### src/rtl/regfile.sv
// regfile: 32 x 32-bit general-purpose register file for the datapath.
// One synchronous write port, two independent combinational read ports.
// Every entry, including entry 0, is ordinary writable storage.
// Reads have no write-to-read bypass: a read of the write target shows
// the old value until the write edge, then the new value combinationally.
module regfile (
    input  logic        clock,
    input  logic        ctrl_reset,
    input  logic        ctrl_writeEn,
    input  logic [4:0]  ctrl_writeReg,
    input  logic [4:0]  ctrl_readRegA,
    input  logic [4:0]  ctrl_readRegB,
    input  logic [31:0] data_writeReg,
    output logic [31:0] data_readRegA,
    output logic [31:0] data_readRegB
);

    localparam int NUM_REGS = 32;

    logic [31:0] regs_q [NUM_REGS];
    logic [31:0] regs_d [NUM_REGS];
    logic [NUM_REGS-1:0] write_sel;

    // Decode the write address into a one-hot strobe, gated by the enable.
    always_comb begin
        write_sel = '0;
        if (ctrl_writeEn) begin
            write_sel[ctrl_writeReg] = 1'b1;
        end
    end

    // Next-state for each entry: only the selected entry takes new data.
    always_comb begin
        for (int i = 0; i < NUM_REGS; i++) begin
            regs_d[i] = regs_q[i];
            if (write_sel[i]) begin
                regs_d[i] = data_writeReg;
            end
        end
    end

    // Storage update; reset wins over a write on the same edge.
    always_ff @(posedge clock) begin
        for (int i = 0; i < NUM_REGS; i++) begin
            if (ctrl_reset) begin
                regs_q[i] <= '0;
            end else begin
                regs_q[i] <= regs_d[i];
            end
        end
    end

    // Combinational read ports, fully independent of each other.
    always_comb begin
        data_readRegA = regs_q[ctrl_readRegA];
        data_readRegB = regs_q[ctrl_readRegB];
    end

endmodule

### config.mk
export PLATFORM = sky130hd
export DESIGN_NAME = regfile
export DESIGN_NICKNAME = d
export VERILOG_FILES = /design/src/rtl/regfile.sv
export SDC_FILE = /design/constraint.sdc
export NUM_CORES = 2
export LEC_CHECK = 0
export CAP_MARGIN = 20
export CORE_MARGIN = 3
export CORE_UTILIZATION = 60
export DETAILED_ROUTE_END_ITERATION = 8
export DONT_BUFFER_PORTS = 1
export PLACE_DENSITY = 0.8
export SLEW_MARGIN = 30
export SYNTH_ARGS = -nofsm -noshare
export SYNTH_HDL_FRONTEND = slang
export SYNTH_SLANG_ARGS = --single-unit
### constraint.sdc
create_clock -name clock -period 9.85 [get_ports clock]
set_clock_uncertainty 0.2 [all_clocks]
set_input_delay 0.985 -clock clock [delete_from_list [all_inputs] [get_ports clock]]
set_output_delay 0.985 -clock clock [all_outputs]
set_load 0.01 [all_outputs]
Word level (Yosys, flattened, before mapping):

Memories as Yosys holds them, arrays and structs flattened.
Index checks and enable logic that the tools add are counted.

* add/sub/neg operators: 0
* multipliers: 0
* divide/modulo/power cells: 0
* magnitude comparators: 2
* equal/unequal tests: 32
* shift operators: 0
* muxes and demuxes: 70
* bitwise operators: 32
* reduce and logical (&&, ||, !) cells: 33

Operators with widths (count)
* 32-bit 2-to-1 mux: 65
* 2-bit AND reduction: 32
* 1-bit != test, second input constant: 32
* 1-bit bitwise OR: 32
* 5-bit by 6-bit < comparator with 1-bit output, second input constant: 1
* 1-bit demux with 5-bit select: 1
* 5-bit by 1-bit >= comparator with 1-bit output, second input constant: 1
* 1-bit 2-to-1 mux: 4
* 1-bit logical AND: 1

* register bits after elaboration: 0
* latch bits: 0
* memory bits (writable): 1024
* memory bits (read-only): 0
* input port bits: 50
* output and inout port bits: 64
* memories kept: 1

Memories
* regs_q: words 32, bits a word 32, read ports 2, clocked after Yosys merged registers in 0, wr ports 32, line 20 `logic [31:0] regs_q [NUM_REGS];`

Depth between registers and ports, before layout:

* word-level depth: 8
* gate-level depth with buffers: 8
* gate-level depth less buffers: 5

Worst setup path after synthesis:

OpenSTA, ideal clock, no wires.

* path kind: input-to-reg
* start: in ctrl_writeReg[2]
* end: mem regs_q[1][0] (enable)
* setup time: 0.428 ns
* data arrival time: 3.215 ns
* data required time: 9.222 ns
* path slack: 6.007 ns
* stages: 4
* cells stage by stage: buf_2 > or3_1 > buf_4 > o21bai_1

RTL lines
* from (decl): line 10 `input logic [4:0] ctrl_writeReg,`
* to (decl): line 20

Worst setup path after layout:

* start: in ctrl_readRegA[1]
* end: out data_readRegA[30]

* cells in the longest elaborated chain, start to end: 1

RTL lines
* from (decl): line 11 `input logic [4:0] ctrl_readRegA,`
* memory read 32 x 32 bit
* to (decl): line 14 `output logic [31:0] data_readRegA,`

Every way passes these cells.

==> results.md <==
* Hpwl dp at ~99,000 µm
* Setup violations, final at 0
* Buf/Inv on CP at 0
* Worst Slack Setup Final at approximately 3.8 ns
* Worst rel slew slack at -142%
* Final Non-Filler Cells at between 5,000 and 6,000
* IO Pins at 114
* Outcome: finished with violations
* Routed Antenna Nets at 0
* Initial Util at just over 60%
* Maximum vdd drop at 0.154 mV
* Number of global-route vias before repair at around 40,000
* Clock sink count at 1,024
* Routed len/inst at roughly 33 µm
* Top delay family on crit path: multiplexers
* Dpl cells at 5,522
* Biggest regs: regs_q: 1024 flops
* CP arrival at 4.87 ns
* Total number of vias at between 40,000 and 50,000
* DRT iter0 DRCs at roughly 6,800
* Grt ovf at 0
* Startpoint types: input pin
* CTS tree: yes
* Max cap viols at 0
* First-pass GRT wire length at 266,000 µm
* Die height at ~310 µm
* Die X at 313 µm
* Total GRT Usage at between 30% and 40%
* Sequential fraction of the synthesis area at between 50 and 60%
* WHS Path Cells at 1
* Yosys Warn Count at 0
* CP Class: input pin to primary output
* Max reg flops at 1,024
* Drt pass-1 iters at 8
* Crit path max fanout at slightly above 500
* Top_reg_cell synth: edfxtp_1
* Core area at 92,400 µm²
* Antenna violations before repair at 12
* Final GP Congestion at just under 0.9
* Hold endpoint: regs_q[9][15]$_SDFFCE_PN0P_
* Fraction of layout cells with a size suffix above 1 at slightly below 7%
* Leakage Power at roughly 23 nW
* Slew Limit Fails at about 480
* Mapped Cells at ~4,700
* Clock Root Buffer: clkbuf_16
* Asr flop ratio synth at 0%
* Worst hold path class: input pin to register
* Syn_area_per_cell at about 12 µm²
* Post-CTS setup buffers at 0
* Routed vias/inst at just over 7
* DRC violations left at 0
* Failing checks: slew limit
* Die area at a little under 100,000 µm²
* Area of the multi-input gates at 23,800 µm²
* RSZ-0062 raised after global routing: false
* Area Growth Syn to Fin at 6.66%
* Worst path slowest cell: mux2i_1
* Crit share post-route at 61.5%
* F_max at 165 MHz
* Dpl ws at about 5.4 ns
* Most flop-heavy register: regs_q
* Max Buffers Root-to-Sink at 3
* Synth cell types at 31
* Worst path max stage delay at around 1 ns
* Final hold vios at 0
* Critical hold path startpoint: data_writeReg[15]
* Cts bufs inserted at approximately 110
* I/O Buffers at 0
* Critical Path RT at about 8.7 ns
* Critical Path, Cell by Cell: mux2i_1 > a22o_1 > nor3_1 > a31oi_1 > nand3_1
* Final min period at 6.06 ns
* Final WL at 187,000 µm
* H-Tree Depth at 3
* Layout Nets at around 4,400
* Syn nets at 4,700
* Area of the mapped netlist at ~56,000 µm²
* # resized after CTS at 0
* Final setup TNS at 0 ns
* Count of flip-flops with a built-in enable after synthesis at 1,024
* CTS Hold Bufs at 0
* PwrDens at around 170 nW/µm²
* Largest net degree at the start of global routing at 513
* FILL cells at about 6,700
* Yosys reg bits at between 1,000 and 1,500
* Slew @ Worst Pin at around 3.6 ns
* FP Rows at about 110
* Critical Path End Type: primary output
* Clock-pin slew on the worst setup and hold paths at approximately 0.060 ns
* FF+latch area at 30,700 µm²
## cell usage in the layout, fill, tap and decap left out, types with 72 or more instances in the layout
cell | synthesis | layout
a22oi_1 | 192 | 192
a22o_1 | 128 | 128
and2_1 | 1026 | 1024
buf_4 | 68 | 72
edfxtp_1 | 1024 | 1024
nand3_1 | 194 | 194
a21oi_1 | 192 | 192
mux2i_1 | 1024 | 1024
clkbuf_16 | 0 | 110
nand2_1 | 198 | 198
## cell usage after synthesis (5+ instances only)
cell	count	area share [%]
a22oi_1	192	2.6
buf_4	68	0.91
buf_1	20	0.13
a21oi_1	192	1.7
edfxtp_1	1024	55
nor2_1	24	0.16
nor3_1	64	0.57
o21bai_1	32	0.43
nor2b_1	5	0.055
buf_2	75	0.67
nand2_1	198	1.3
mux2i_1	1024	18
buf_6	32	0.64
nor2_4	12	0.24
a31oi_1	64	0.71
clkbuf_1	197	1.3
a22o_1	128	2.0
clkbuf_2	57	0.51
nand3_1	194	1.7
and2_1	1026	11
## how the worst max path moves through the flow
stage / startpoint / to / slack, ns / depth (start not counted)
finish: ctrl_readRegA[1] / data_readRegA[30] / 3.79 / 5
global route: ctrl_readRegB[2] / data_readRegB[18] / 5.29 / 6
CTS: ctrl_readRegB[2] / data_readRegB[18] / 5.42 / 6
detailed placement: ctrl_readRegB[2] / data_readRegB[18] / 5.42 / 6
global placement: ctrl_readRegB[2] / data_readRegB[18] / 5.42 / 6
floorplan: ctrl_writeReg[2] / regs_q[1][0]$_SDFFCE_PN0P_ / 6.01 / 4
## area by class of cell
type                       count  share of cell area, %
clock inverter                64                  0.682
clock buffer                 130                   4.70
sequential                  1024                   51.1
tap                         1243                   2.59
timing repair buffer          83                   1.31
antenna                       19                 0.0790
multi-input combinational   3173                   39.5
## through the flow
step	hold slack, ns	total power, mW	instance area (µm²)	util (%)
after detailed placement	0.989	6.25	56800	61.5
after global placement	0.985	6.21	56700	61.4
after global routing	0.275	10.3	60100	65.1
after floorplan	0.983	6.00	56400	-
after CTS	0.271	9.98	60100	65.0
final	0.290	10.1	60100	65.1
## report_power, final
group | total (mW) | internal [mW] | switching, mW | leakage, nW
Combinational | 1.07 | 0.404 | 0.669 | 11.8
Clock | 3.84 | 2.15 | 1.69 | 1.59
Sequential | 5.17 | 5.04 | 0.132 | 9.76
## logic make-up after synthesis
family	count (synthesis)	share of synthesized area, %
DFF	1024	54.5
and+or+nand+nor	1541	15.7
buffers and inverters	453	4.21
muxes	1024	18.2
AOI/OAI and AO/OA	608	7.38
## layer usage
metal	GRT usage (%)	up-vias	routed length, µm	part of all wire, %
li1	-	16500	-	-
met1	47.0	19700	65000	35
met2	55.9	3383	81400	43
met3	13.6	832	28500	15
met4	21.3	5	12500	6.6
met5	0	-	90	0.048
Power figures use the tool's default switching activity.
